<file path="src/rtl/fpm_share_arbiter_pkg.sv">
// Shared definitions for the FP32 multiplier share arbiter: pipeline depth,
// the tag record carried beside the multiplier, and the drain FSM states.
package fpm_share_arbiter_pkg;

    localparam int unsigned FPM_LATENCY = 11;

    // Tag id is sized for the largest supported requester count (8).
    localparam int unsigned TAG_IDW = 3;

    typedef struct packed {
        logic               valid;
        logic [TAG_IDW-1:0] id;
    } fpm_tag_t;

    typedef enum logic [1:0] {
        ST_RUN   = 2'd0,
        ST_DRAIN = 2'd1,
        ST_DONE  = 2'd2
    } fpm_state_e;

endpackage

</file>
<file path="src/rtl/fpm_share_arbiter_rr_arbiter.sv">
// Round-robin arbiter: one-hot grant to the first request at or above the
// pointer (with wrap), pointer advances to winner+1 on accept.
module rr_arbiter #(
    parameter int unsigned NREQ = 4,
    parameter int unsigned IDW  = 2
) (
    input  logic            clk,
    input  logic            rst_n,
    input  logic [NREQ-1:0] req,
    input  logic            en,
    output logic [NREQ-1:0] grant,
    output logic [IDW-1:0]  grant_id,
    output logic            accept
);

    logic [IDW-1:0]    ptr;
    logic [2*NREQ-1:0] req_dbl;
    logic [NREQ-1:0]   req_rot;
    logic [IDW:0]      sum;
    logic              found;

    assign req_dbl = {req, req};
    assign req_rot = NREQ'(req_dbl >> ptr);

    // Search the rotated vector so position 0 is the pointer, then map back.
    always_comb begin
        found    = 1'b0;
        sum      = '0;
        grant_id = '0;
        for (int unsigned i = 0; i < NREQ; i++) begin
            if (!found && req_rot[i]) begin
                found = 1'b1;
                sum   = {1'b0, ptr} + (IDW+1)'(i);
                if (sum >= (IDW+1)'(NREQ)) begin
                    sum = sum - (IDW+1)'(NREQ);
                end
                grant_id = sum[IDW-1:0];
            end
        end
    end

    assign accept = en && found;
    assign grant  = accept ? (NREQ'(1) << grant_id) : '0;

    always_ff @(posedge clk or negedge rst_n) begin
        if (!rst_n) begin
            ptr <= '0;
        end else if (accept) begin
            ptr <= (grant_id == IDW'(NREQ - 1)) ? '0 : grant_id + IDW'(1);
        end
    end

endmodule

</file>
<file path="src/rtl/fpm_share_arbiter.sv">
// Shares one pipelined FP32 multiplier between NREQ requesters: round-robin
// issue, id tag pipe aligned with the multiplier, and a drain sequence.
module fpm_share_arbiter
    import fpm_share_arbiter_pkg::*;
#(
    parameter int unsigned NREQ    = 4,
    parameter int unsigned LATENCY = FPM_LATENCY,
    parameter int unsigned IDW     = $clog2(NREQ),
    localparam int unsigned CW     = $clog2(LATENCY + 1)
) (
    input  logic              clk,
    input  logic              rst_n,
    input  logic [NREQ-1:0]   req_valid,
    input  logic [32*NREQ-1:0] req_a,
    input  logic [32*NREQ-1:0] req_b,
    output logic [NREQ-1:0]   req_ready,
    output logic [31:0]       fpm_a,
    output logic [31:0]       fpm_b,
    input  logic [31:0]       fpm_sum,
    output logic              rsp_valid,
    output logic [IDW-1:0]    rsp_id,
    output logic [31:0]       rsp_data,
    input  logic              drain_req,
    output logic              drain_done,
    output logic              busy,
    output logic [CW-1:0]     inflight
);

    fpm_state_e     state, state_nxt;
    logic           grant_en;
    logic           accept;
    logic [IDW-1:0] grant_id;
    logic           retire;
    logic [CW-1:0]  inflight_q;
    fpm_tag_t       new_tag;
    fpm_tag_t       tag_pipe [0:LATENCY];
    logic           tag_id_unused;

    rr_arbiter #(
        .NREQ (NREQ),
        .IDW  (IDW)
    ) u_rr (
        .clk      (clk),
        .rst_n    (rst_n),
        .req      (req_valid),
        .en       (grant_en),
        .grant    (req_ready),
        .grant_id (grant_id),
        .accept   (accept)
    );

    always_ff @(posedge clk or negedge rst_n) begin
        if (!rst_n) begin
            state <= ST_RUN;
        end else begin
            state <= state_nxt;
        end
    end

    always_comb begin
        state_nxt = state;
        case (state)
            ST_RUN:   if (drain_req)          state_nxt = ST_DRAIN;
            ST_DRAIN: if (inflight_q == '0)   state_nxt = ST_DONE;
            ST_DONE:  if (!drain_req)         state_nxt = ST_RUN;
            default:                          state_nxt = ST_RUN;
        endcase
    end

    always_comb begin
        grant_en   = (state == ST_RUN) && !drain_req;
        drain_done = (state == ST_DONE);
    end

    always_ff @(posedge clk or negedge rst_n) begin
        if (!rst_n) begin
            fpm_a <= '0;
            fpm_b <= '0;
        end else if (accept) begin
            fpm_a <= req_a[32*int'(grant_id) +: 32];
            fpm_b <= req_b[32*int'(grant_id) +: 32];
        end
    end

    assign new_tag = '{valid: accept, id: TAG_IDW'(grant_id)};

    // Stage 0 loads with fpm_a/fpm_b, so stage LATENCY lines up with fpm_sum.
    always_ff @(posedge clk or negedge rst_n) begin
        if (!rst_n) begin
            for (int unsigned i = 0; i <= LATENCY; i++) begin
                tag_pipe[i] <= '0;
            end
        end else begin
            tag_pipe[0] <= new_tag;
            for (int unsigned i = 1; i <= LATENCY; i++) begin
                tag_pipe[i] <= tag_pipe[i-1];
            end
        end
    end

    assign rsp_valid     = tag_pipe[LATENCY].valid;
    assign rsp_id        = tag_pipe[LATENCY].id[IDW-1:0];
    assign rsp_data      = fpm_sum;
    assign tag_id_unused = ^tag_pipe[LATENCY].id;

    // An op leaves the count on the edge that presents it as rsp_valid, so the
    // count tracks stages 0..LATENCY-1 and tops out at LATENCY.
    assign retire = tag_pipe[LATENCY-1].valid;

    always_ff @(posedge clk or negedge rst_n) begin
        if (!rst_n) begin
            inflight_q <= '0;
        end else if (accept && !retire) begin
            inflight_q <= inflight_q + CW'(1);
        end else if (!accept && retire) begin
            inflight_q <= inflight_q - CW'(1);
        end
    end

    assign inflight = inflight_q;
    assign busy     = (inflight_q != '0);

endmodule
</file>
<file path="config.mk">
export PLATFORM = sky130hd
export DESIGN_NAME = fpm_share_arbiter
export DESIGN_NICKNAME = d
export VERILOG_FILES = /design/src/rtl/fpm_share_arbiter_pkg.sv /design/src/rtl/fpm_share_arbiter_rr_arbiter.sv /design/src/rtl/fpm_share_arbiter.sv
export SDC_FILE = /design/constraint.sdc
export NUM_CORES = 1
export LEC_CHECK = 0
export ABC_AREA = 0
export CAP_MARGIN = 10
export CORE_AREA = 4 4 154 156
export CTS_BUF_LIST = sky130_fd_sc_hd__clkbuf_4 sky130_fd_sc_hd__clkbuf_8
export CTS_CLUSTER_SIZE = 8
export DETAILED_ROUTE_END_ITERATION = 16
export DIE_AREA = 0 0 158 160
export PLACE_DENSITY = 0.73
export SLEW_MARGIN = 20
export SYNTH_ARGS = -nofsm -noshare
export SYNTH_HDL_FRONTEND = slang
export SYNTH_SLANG_ARGS = --single-unit
</file>
<file path="constraint.sdc">
create_clock -name clk -period 2.2 [get_ports clk]
set_input_delay 0.33 -clock clk [delete_from_list [all_inputs] [get_ports clk]]
set_output_delay 0.33 -clock clk [all_outputs]
set_load 0.02 [all_outputs]
</file>
== After elaboration in Yosys (flattened, before gate mapping) ==
Cells that the tools add are included.
W data, S select, Z words.

* Register bits after elaboration: 108
* Input bits: 295
* Logic and storage cells: 91

* $add $sub $neg: 10
* Magnitude comparators: 4
* Eq/ne operators: 6
* Shift-type cells: 4
* Mux-type cells: 20
* Reduce and logical (&&, ||, !) cells: 18

{| class="wikitable"
|+ Operators with widths
! cell !! count
|-
| $shiftx A128 B8 Y32 || 2
|-
| $mux W2 || 12
|-
| $mux W4 || 3
|-
| $ge A3 B3 Y1 const B || 3
|-
| $shr A8 B2 Y4 || 1
|-
| $sub A2 B1 Y2 const B || 4
|-
| $logic_and A1 B1 Y1 || 7
|-
| $add A2 B2 Y3 const B || 2
|-
| $logic_not A1 Y1 || 6
|-
| $ne A2 B2 Y1 const B || 3
|-
| $pmux W2 S3 || 1
|-
| $add A4 B1 Y4 const B || 1
|-
| $eq A2 B2 Y1 const B || 2
|-
| $logic_not A4 Y1 || 1
|-
| $mux W1 || 4
|-
| $reduce_bool A4 Y1 || 1
|-
| $shl A1 B2 Y4 const A || 1
|-
| $sub A4 B1 Y4 const B || 1
|-
| $add A2 B1 Y3 const B || 1
|-
| $ge A2 B3 Y1 const B || 1
|-
| $reduce_and A3 Y1 || 1
|-
| $add A2 B1 Y2 const B || 1
|-
| $eq A2 B1 Y1 const B || 1
|-
| $logic_not A2 Y1 || 1
|-
| $reduce_bool A2 Y1 || 1
|}

== Longest topological paths before layout ==
Gate-level depths: netlist of the first run.

* Depth in word-level cells: 16
* Depth in mapped cells: 11
* Depth with buffers taken out: 11

== Hierarchy ==
From an unflattened synthesis of the first run, not the netlist that was laid out.

* Cells, all modules: 353
* Area, all modules: 6,009.5 um2

{| class="wikitable"
|+ Modules (own cells, without submodules)
! module !! times used !! cells each !! area an instance (um2) !! sequential area each (um2)
|-
| fpm_share_arbiter || 1 || 321 || 5,746.8 || 2,652.5
|-
| rr_arbiter || 1 || 32 || 262.8 || 50.0
|}

== Least setup slack after synthesis of the first run ==
No wires, ideal clock.

* Path type: in2reg
* Start: input req_valid[1]
* End: register inflight_q[3], in the netlist inflight[3]
* Arrival time: 2,240 ps
* Required time: 2,069 ps
* Setup slack: -171 ps
* Cell stages on the path: 10
* Buffers on the path: 0
* Cell sequence: o41ai_2 bufinv_8 ha_1 inv_1 ha_1 a21o_1 a21oi_1 xnor2_1 nor2_1 xor2_1

* Word-level cells in the longest chain between the ends: 15
* Elaborated cells on any way between the ends: 17
* Those cells by class: shift (1); mux (5); reduce/logical (11)

{| class="wikitable"
|+ RTL lines
! item !! line !! text
|-
| start: declaration || fpm_share_arbiter.sv:13 || <nowiki>input logic [NREQ-1:0] req_valid,</nowiki>
|-
| $shr A8 B2 Y4 * || fpm_share_arbiter_rr_arbiter.sv:23 || <nowiki>assign req_rot = NREQ'(req_dbl >> ptr);</nowiki>
|-
| $mux W1 || fpm_share_arbiter_rr_arbiter.sv:31 || <nowiki>if (!found && req_rot[i]) begin</nowiki>
|-
| $logic_not A1 Y1 || fpm_share_arbiter_rr_arbiter.sv:31 ||
|-
| $logic_and A1 B1 Y1 || fpm_share_arbiter_rr_arbiter.sv:31 ||
|-
| $mux W1 || fpm_share_arbiter_rr_arbiter.sv:31 ||
|-
| $logic_not A1 Y1 || fpm_share_arbiter_rr_arbiter.sv:31 ||
|-
| $logic_and A1 B1 Y1 || fpm_share_arbiter_rr_arbiter.sv:31 ||
|-
| $mux W1 || fpm_share_arbiter_rr_arbiter.sv:31 ||
|-
| $logic_not A1 Y1 || fpm_share_arbiter_rr_arbiter.sv:31 ||
|-
| $logic_and A1 B1 Y1 || fpm_share_arbiter_rr_arbiter.sv:31 ||
|-
| $mux W1 * || fpm_share_arbiter_rr_arbiter.sv:31 ||
|-
| $logic_and A1 B1 Y1 * || fpm_share_arbiter_rr_arbiter.sv:42 || <nowiki>assign accept = en && found;</nowiki>
|-
| net accept || fpm_share_arbiter.sv:31 || <nowiki>logic accept;</nowiki>
|-
| $logic_not A1 Y1 || fpm_share_arbiter.sv:115 || <nowiki>end else if (!accept && retire) begin</nowiki>
|-
| $logic_and A1 B1 Y1 || fpm_share_arbiter.sv:115 ||
|-
| $reduce_bool A2 Y1 (no source line) || - ||
|-
| end signal: assignment || fpm_share_arbiter.sv:114 || <nowiki>inflight_q <= inflight_q + CW'(1);</nowiki>
|-
| end signal: assignment || fpm_share_arbiter.sv:116 || <nowiki>inflight_q <= inflight_q - CW'(1);</nowiki>
|-
| end: declaration || fpm_share_arbiter.sv:34 || <nowiki>logic [CW-1:0] inflight_q;</nowiki>
|}

The timed path passes the listed nets; every way through them passes the cells marked *.
A chain may end at the register's enable or synchronous reset.

== Final worst setup path of the first run ==
* Start: register u_rr.ptr[0]
* End: output req_ready[3]

* Word-level cells in the longest chain between the ends: 13
* Elaborated cells on any way between the ends: 33
* Those cells by class: add/sub (7); order compare (4); shift (2); mux (13); reduce/logical (7)

{| class="wikitable"
|+ RTL lines
! item !! line !! text
|-
| start: declaration || fpm_share_arbiter_rr_arbiter.sv:16 || <nowiki>logic [IDW-1:0] ptr;</nowiki>
|-
| start signal: assignment || fpm_share_arbiter_rr_arbiter.sv:49 || <nowiki>ptr <= (grant_id == IDW'(NREQ - 1)) ? '0 : grant_id + IDW'(1);</nowiki>
|-
| parallel branches: the longest is 10 deep, another holds $add A2 B1 Y3 || - ||
|-
| $mux W2 * || fpm_share_arbiter_rr_arbiter.sv:31 ||
|-
| net grant_id[0] || fpm_share_arbiter.sv:32 || <nowiki>logic [IDW-1:0] grant_id;</nowiki>
|-
| $shl A1 B2 Y4 * || fpm_share_arbiter_rr_arbiter.sv:43 || <nowiki>assign grant = accept ? (NREQ'(1) << grant_id) : '0;</nowiki>
|-
| $mux W4 * || fpm_share_arbiter_rr_arbiter.sv:43 ||
|-
| end: declaration || fpm_share_arbiter.sv:16 || <nowiki>output logic [NREQ-1:0] req_ready,</nowiki>
|}

Mark *: on every way through the listed nets, which the timed path passes.

==> results of run 1 <==
-- registers in the layout, indices dropped and copies added, names as in the netlist --
| register | count |
|---|---|
| fpm_a | 32 |
| fpm_b | 32 |
| tag_pipe | 32 |
| inflight | 4 |
| rsp_id | 2 |
| state | 2 |
| u_rr.ptr | 2 |
| retire | 1 |
| rsp_valid | 1 |
-- synth_stat cells (2+ instances only) --
| cell type | n |
|---|---|
| buf_6 | 7 |
| and2_1 | 4 |
| nor3_1 | 2 |
| nor2_1 | 3 |
| a21oi_1 | 2 |
| mux2i_1 | 129 |
| inv_2 | 3 |
| xnor2_1 | 3 |
| buf_12 | 11 |
| ha_1 | 7 |
| buf_4 | 40 |
| clkbuf_4 | 3 |
| inv_1 | 3 |
| dfrtp_1 | 108 |
| nand2_8 | 2 |
| a21o_1 | 2 |
| nor2b_1 | 3 |
| o221ai_1 | 4 |
| nand2_1 | 69 |
| clkbuf_1 | 5 |
| o221ai_2 | 60 |
-- cells by family (layout without fill, tap and decap cells) --
logic type	after synthesis	after routing	share of synthesized area
XOR/XNOR	4	4	0.00562
multiplexers	130	130	0.209
adder cells (fa/ha/maj)	8	8	0.0172
buffers and inverters	74	424	0.110
AND/OR/NAND/NOR	84	84	0.0596
flip-flops	108	108	0.433
AO/OA/AOI/OAI	76	76	0.166
-- final timing paths --
path / start / to / slack [ns] / cells after the start
setup / recovery: u_rr.ptr[0] / req_ready[3] / 0.01 / 6
hold / removal: rst_n / state[0] / 0.005 / 2
setup reg to reg: state[0] / inflight[1] / 0.04 / 9
hold reg to reg: tag_pipe[9] / tag_pipe[5] / 0.35 / 0
max in group asynchronous: rst_n / fpm_b[4] / 1.72 / 2
min in group clk: tag_pipe[9] / tag_pipe[5] / 0.35 / 0
-- cell type report --
class / count / area (sq um) / share of cell area
clock inverters: 6 / 62.6 / 0.00607
repair buffers: 401 / 4020 / 0.390
flip-flops and latches: 108 / 2700 / 0.262
well taps: 285 / 357 / 0.0346
multi-input cells: 302 / 3000 / 0.291
clock buffers: 10 / 131 / 0.0127
inverters: 7 / 42.5 / 0.00413
-- routing by layer --
metal / up-vias / share of wire / global-route usage / wire, um
met1: 2424 / 0.37 / 0.178 / 8040
met5: - / 0 / 0 / 0
li1: 2447 / - / - / -
met2: 237 / 0.52 / 0.294 / 11200
met4: 0 / 0.010 / 0.0299 / 225
met3: 14 / 0.091 / 0.0463 / 1960
-- repair_timing --
item,4_1_cts,5_1_grt
gates resized for setup,33,24
buffers inserted,12,4
gates cloned,0,1
hold buffers,0,0
pin swaps,11,10
endpoints found under the setup margin,30,16
-- through the flow --
step | TNS, ns | hold WS (ns)
2_1_floorplan | 0 | 0.0344
3_3_place_gp | -25.24 | 0.332
3_5_place_dp | -28.92 | 0.335
4_1_cts | -0.0526 | 0.0199
5_1_grt | -0.425 | 0.0213
6_report | 0 | 0.00532
-- power by group --
part	internal, mW	switching (mW)
clock network	0.459	0.799
logic	3.28	3.00
registers	2.78	0.426
==> run metrics, run 1 <==
largest delay contributor family on the critical path=compound AO/OA/AOI/OAI gates; Mean Syn Cell Area=between 10 and 15 sq um; Worst Path Buf+Inv=2; VDD IR max=just under 0.0006 V; syn_nets=just under 800; CP endpoint kind=primary output; die height=160 um; clock root cell=clkbuf_8; post-route insts no fill=1119; largest net degree at the start of global routing=109; TritonRoute pass-1 iters=4; sequential-to-total area share from yosys stat=0.433; Design Area, Final=between 10000 and 15000 sq um; Synth area leaders=dfrtp_1, mux2i_1, o221ai_2, buf_4, nand2_1; Final Worst Setup Slack=0.0127 ns; CTS buffer count=9; final core utilization=0.461; kind of start point of the critical path=register; Initial DRC Count=roughly 180; initial antenna violation count=0; GRT Residual Overflow=0; Crit-path slowest cell=dfrtp_1; Post-synth EDFFs=0; leading cell type in the layout, fill and taps excluded=clkdlybuf4s50_1; P per Cell Area=roughly 1000 nW/um^2; vias in the first global route=5517; clk slew on worst S/H paths=between 0.1 and 0.15 ns; status=completed; DP Worst Slack=-0.633 ns; GR Util All Layers=0.158; Synth warnings=0; clk buf depth=2; Initial Utilization=0.279; Worst-Margin Slew=~0.8 ns; Synth Instances=between 400 and 500; Setup Skew=about 0.022 ns; Via density=roughly 4.6; Final min period=approximately 2.2 ns; GP Congestion=between 0.7 and 0.8; Nets=roughly 1.1k; fmax=457 MHz; Rel. slew slack=0.464; area growth from synthesis to layout=65.2%; input/output buffers=about 340; CP arrival=roughly 1.9 ns; n_diodes=0; RSZ-0062 raised after global routing=yes; Tot Pwr=approximately 11 mW; CTS Sinks=108; worst min path class=input pin to async pin; Area after DPL=around 10000 sq um; WS Path Type=register to primary output; Yosys top cell area share=0.433; vias after detailed routing=between 5k and 6k; Syn Std Cell Area=between 6000 and 7000 sq um; Rows=55; Main synth FF type=dfrtp_1; DP HPWL=approximately 16000 um; Placed Cells=about 1.1k; first-pass GRT wire length=just over 30000 um; Final Hold Viols=0; IO Count=between 400 and 500; die area=~25000 sq um; final wirelength=approximately 21000 um; Max Slew Vio Count=0; residual DRC count=0; area leader, netlist=dfrtp_1; layout cells sized above 1=0.205; CTS tree=done; Avg WL per Cell=between 15 and 20 um; clk_lat worst skew=around 0.4 ns; most frequent cells in the layout=clkdlybuf4s50_1, mux2i_1, dfrtp_1, nand2_1, o221ai_2; CP Cell Sequence=o221a_4, o22ai_4, inv_2, ha_2, and2_4, buf_6; Max FO, Critical Path=5; Synth cell types=35; Worst EP required=between 1.5 and 2 ns; flops & latches, synth=around 110; core region area=22400 sq um; H-tree levels=3; # setup viols final=0; leak pwr=between 4 and 5 nW; Die Wd=between 150 and 200 um; Max Cap Violations=0; FILL cells=approximately 2.0k; period utilization=0.994; DRT antenna net count=0; Max stage delay on crit path=0.46 ns; ys async rst share=1.00
No activity file was read; power rests on OpenSTA's default activity.
==> run 2, diff against run 1 <==
--- a/config.mk
+++ b/config.mk
@@ -13,7 +13,6 @@
 export DETAILED_ROUTE_END_ITERATION = 16
 export DIE_AREA = 0 0 158 160
 export PLACE_DENSITY = 0.73
-export SLEW_MARGIN = 20
 export SYNTH_ARGS = -nofsm -noshare
 export SYNTH_HDL_FRONTEND = slang
 export SYNTH_SLANG_ARGS = --single-unit
==> results of run 2 <==
No change in the layout: final DEF, timing and power equal those of run 1.
==> RTL change 1, RTL diff (config.mk and constraints of run 1) <==
The 3 states of `fpm_state_e` get a one-hot encoding in 3 bits.
--- a/src/rtl/fpm_share_arbiter_pkg.sv
+++ b/src/rtl/fpm_share_arbiter_pkg.sv
@@ -12,10 +12,10 @@
         logic [TAG_IDW-1:0] id;
     } fpm_tag_t;
 
-    typedef enum logic [1:0] {
-        ST_RUN   = 2'd0,
-        ST_DRAIN = 2'd1,
-        ST_DONE  = 2'd2
+    typedef enum logic [2:0] {
+        ST_RUN   = 3'b001,
+        ST_DRAIN = 3'b010,
+        ST_DONE  = 3'b100
     } fpm_state_e;
 
 endpackage
Function: same outputs for any inputs over 4 cycles, from zero or initial values and one cycle with rst_n low; so few cycles prove little.
==> RTL change 1 against run 1 <==
- the run now ends with negative setup slack left
- synthesized area is 5.0% lower
- final area is 1.8% higher
- routed wire length is 8.4% higher
- sequential share of layout area is 0.20 points lower
- sequential cell count is 1 higher
- worst setup slack worse by 100 ps
- global-route usage is 0.51 points higher
- critical endpoint is now req_ready[0]
Power is not compared: it rests on default switching activity, and its combinational part moved more than twofold at a synthesized area within 25%.
==> RTL change 1: results <==
timing:
  relSlewSlack_pct: 24.3
  layout_setup_ws_ps: -88.5
  setup_tns_ps: -2100
  setup_viol: 67
placement:
  gp_congestion: 0.855
  place_area_mm2: 0.00958
  dp_hpwl_um: 16700
synthesis:
  synth_fa_ha_area_share_pct: 1.81
  yosys-top-cells-count: "mux2i_1 (128), dfrtp_1 (108), a2bb2oi_1 (64), o21ai_1 (64), buf_4 (37)"
  synth_cell_types: 44
  syn-num-nets: 801
  synth-xor-area-share_pct: 0.591
  synthMuxAreaShare_pct: 22.0
  yosysSeqAreaShare_pct: 46.0
  synth_compound_area_share_pct: 17.3
grt:
  track_usage_pct: 16.3
  grt_pass1_wl_um: 31900
  grt_start_max_net_pins: 68
min_path:
  min_path_type: "reg -> reg"
critical_path:
  slowest_delay_ps: 480
  cp-startpoint: "u_rr.ptr[1]$_DFFE_PN0P_"
  crit_arrival_ps: 1960
  cp_slowest_cell: "dfrtp_2"
  r2r_start: "state[0]$_DFFE_PN1P_"
  crit_path_end: "req_ready[0]"
  r2r-end: "fpm_a[19]$_DFFE_PN0P_"
  r2r_cells: 10
routing:
  drtIter0Drc: 169
  wl_um: 23300
  viasPerCell: 4.74
clock_tree:
  clk_pin_slew_worst_paths_ps: 140
final_layout:
  final_layout_size_suffix_gt1_share_pct: 19.1
status:
  status: "finished, violations left"
  violations: "negative setup slack"
## RTL change 1: cell count changes in the layout (fill, tap and decap cells not counted), sizes merged, moves of 8 or more
| cell | run 1 | this run |
|---|---|---|
| a2bb2oi | 0 | 64 |
| o21ai | 2 | 66 |
| o221ai | 64 | 0 |
| nand2 | 71 | 8 |
| buf | 66 | 58 |
## RTL change 1: per-stage QoR
stage	cells	worst slack, ps	util [%]	hold slack, ps	power, uW
finish	1128	-88.5	46.9	336	4400
global placement	1095	-561	42.8	331	3000
global route	1128	-199	46.9	349	4610
detailed placement	1095	-609	42.8	335	3010
floorplan	498	43.8	-	34.4	2510
CTS	1120	-105	44.7	343	4430
## RTL change 1: layer usage
metal | vias up | track usage (%) | part of all wire [%]
met4 | 0 | 4.96 | 2.1
li1 | 2479 | - | -
met3 | 30 | 5.37 | 9.1
met5 | - | 0 | 0
met2 | 278 | 29.3 | 52
met1 | 2557 | 18.0 | 37
## RTL change 1: power groups by stage
stage	clock, uW	combinational (uW)	sequential, uW
finish	1340	1020	2040
global route	1490	1080	2040
CTS	1420	978	2040
detailed placement	0	935	2080
global placement	0	927	2070
floorplan	0	440	2070
## RTL change 1: layout make-up
class	count	area, um^2
Clock inverter	7	95.1
Timing Repair Buffer	397	4110
Sequential cell	109	2730
Clock buffer	9	124
Fill cell	2085	11900
Tap cell	285	357
Multi-Input combinational cell	314	3050
Inverter	7	33.8
## RTL change 1: what timing repair did
action | 4_1_cts | 5_1_grt
pin swaps | 10 | 8
gates resized for setup | 50 | 72
endpoints found under the hold margin | 36 | 0
buffers inserted | 6 | 3
cloned | 2 | 6
hold buffers | 1 | 0
setup endpoints to repair | 53 | 70
==> RTL change 2, RTL diff (settings of run 1) <==
Without the edit above. Set the package constant `FPM_LATENCY` to 12 (it was 11).
--- a/src/rtl/fpm_share_arbiter_pkg.sv
+++ b/src/rtl/fpm_share_arbiter_pkg.sv
@@ -2,7 +2,7 @@
 // the tag record carried beside the multiplier, and the drain FSM states.
 package fpm_share_arbiter_pkg;
 
-    localparam int unsigned FPM_LATENCY = 11;
+    localparam int unsigned FPM_LATENCY = 12;
 
     // Tag id is sized for the largest supported requester count (8).
     localparam int unsigned TAG_IDW = 3;
Behaviour: same outputs for any inputs over 4 cycles, from zero or initial values and one cycle with rst_n low; that may be too few to reach the edited logic, so the function may still have changed.
==> RTL change 2 against run 1 <==
- final area up 1.4%
- the run now ends with negative setup slack left
- worst setup slack worse by 27 ps
- synthesized area up 1.2%
- largest cell class unchanged
- power up 3.2%
- critical path type unchanged
- sequential cell count up 3
- global-route usage up 0.20 points
- count of clock-buffer cells in the layout unchanged
- critical endpoint is now req_ready[1]
- routed wire length up 2.0%
==> RTL change 2: results <==
status:
  status: "finished, violations left"
  violations: "negative setup slack"
final_layout:
  fin_nets: 1129
  final_layout_size_suffix_gt1_share_pct: 20.2
  top_regs: "tag_pipe (35), fpm_a (32), fpm_b (32)"
critical_path:
  crit_path_end: "req_ready[1]"
  crit_arrival_ps: 1880
  r2r_cells: 8
  r2r-end: "fpm_a[17]$_DFFE_PN0P_"
  path_max_fanout: 4
  r2r_slack_ps: 80
  cp_slowest_cell: "dfrtp_2"
  r2r_start: "u_rr.ptr[0]$_DFFE_PN0P_"
timing:
  finClkSkew_ps: 24.6
  layout_setup_ws_ps: -14.6
  relSlewSlack_pct: 45.4
  setup_viol: 2
clock_tree:
  clk_latency_ps: 390
  cts_made_buffers: 9
  cts_hold_buf: 1
  cts_resized: 32
  post-cts-setup-buffer-count: 3
synthesis:
  yosys-top-cells-count: "mux2i_1 (129), dfrtp_1 (111), nand2_1 (69)"
  async_reset_ff_share_pct: 100
  yosysSeqAreaShare_pct: 44.0
  ys_top_cells_by_area: "dfrtp_1 (44%), mux2i_1 (20%), o221ai_2 (14%), buf_4 (4.8%), nand2_1 (4.1%)"
  syn-num-nets: 790
routing:
  post_drt_wl_per_cell_um: 19.6
grt:
  grt_pass1_wl_um: 31300
  grt_pass1_vias: 5531
  track_usage_pct: 16.0
pwr:
  leakagePower_uw: 0.00467
  peakVddDrop_uv: 627
  power.share.switching_pct: 38.9
placement:
  place_area_mm2: 0.00989
  pre_cts_ws_ps: -568
  dp_hpwl_um: 16300
==> RTL change 2: cell types whose count changed after synthesis <==
cell / run 1 / this run
dfrtp_1: 108 / 111
==> RTL change 2: cells by family (layout without fill, tap and decap cells) <==
group / after synthesis / after routing / share of synthesized area, %
flip-flops: 111 / 111 / 44.0
multiplexers: 130 / 130 / 20.6
buffers and inverters: 74 / 418 / 10.9
AO/OA/AOI/OAI: 76 / 76 / 16.4
adder cells (fa/ha/maj): 8 / 8 / 1.70
AND/OR/NAND/NOR: 84 / 84 / 5.88
XOR/XNOR: 4 / 4 / 0.555
==> RTL change 2: metal layers <==
| layer | wire length, um | vias to the layer above | global-route usage (%) | part of all wire, % |
|---|---|---|---|---|
| li1 | - | 2448 | - | - |
| met1 | 8400 | 2431 | 18.5 | 38 |
| met2 | 11300 | 249 | 28.9 | 52 |
| met3 | 1900 | 17 | 4.77 | 8.7 |
| met4 | 232 | 0 | 3.49 | 1.1 |
| met5 | 0 | - | 0 | 0 |
==> RTL change 2: per-stage QoR <==
stage | util, % | setup TNS, ps | cells | total power [uW]
after floorplan | - | 0 | 487 | 7060
after global placement | 44.2 | -28010 | 1090 | 9180
after detailed placement | 44.2 | -30840 | 1090 | 9250
after CTS | 45.6 | -52.3 | 1111 | 10900
after global routing | 46.7 | -450 | 1116 | 11800
final | 46.7 | -23.8 | 1116 | 11100
==> RTL change 2: worst min-delay path by stage <==
stage | startpoint | endpoint | slack (ps) | cells past startpoint
after floorplan | rst_n | fpm_a[0]$_DFFE_PN0P_ | 30 | 0
after global placement | rst_n | state[0]$_DFFE_PN0P_ | 280 | 1
after detailed placement | rst_n | state[0]$_DFFE_PN0P_ | 280 | 1
after CTS | tag_pipe[15]$_DFF_PN0_ | tag_pipe[11]$_DFF_PN0_ | 340 | 0
after global routing | tag_pipe[32]$_DFF_PN0_ | tag_pipe[28]$_DFF_PN0_ | 360 | 0
final | tag_pipe[13]$_DFF_PN0_ | tag_pipe[9]$_DFF_PN0_ | 340 | 0
==> RTL change 2: layout make-up <==
| class | count | area, um^2 |
|---|---|---|
| Fill cell | 2047 | 11900 |
| Timing Repair Buffer | 395 | 4050 |
| Multi-Input combinational cell | 302 | 3020 |
| Sequential cell | 111 | 2780 |
| Tap cell | 285 | 357 |
| Clock buffer | 10 | 131 |
| Clock inverter | 6 | 83.8 |
| Inverter | 7 | 40.0 |
==> RTL change 2: power groups by stage <==
stage	registers, uW	logic, uW	clock network (uW)
2_1_floorplan	3960	3100	0
3_3_place_gp	3290	5890	0
3_5_place_dp	3300	5950	0
4_1_cts	3280	6170	1440
5_1_grt	3380	6900	1520
6_report	3280	6440	1370
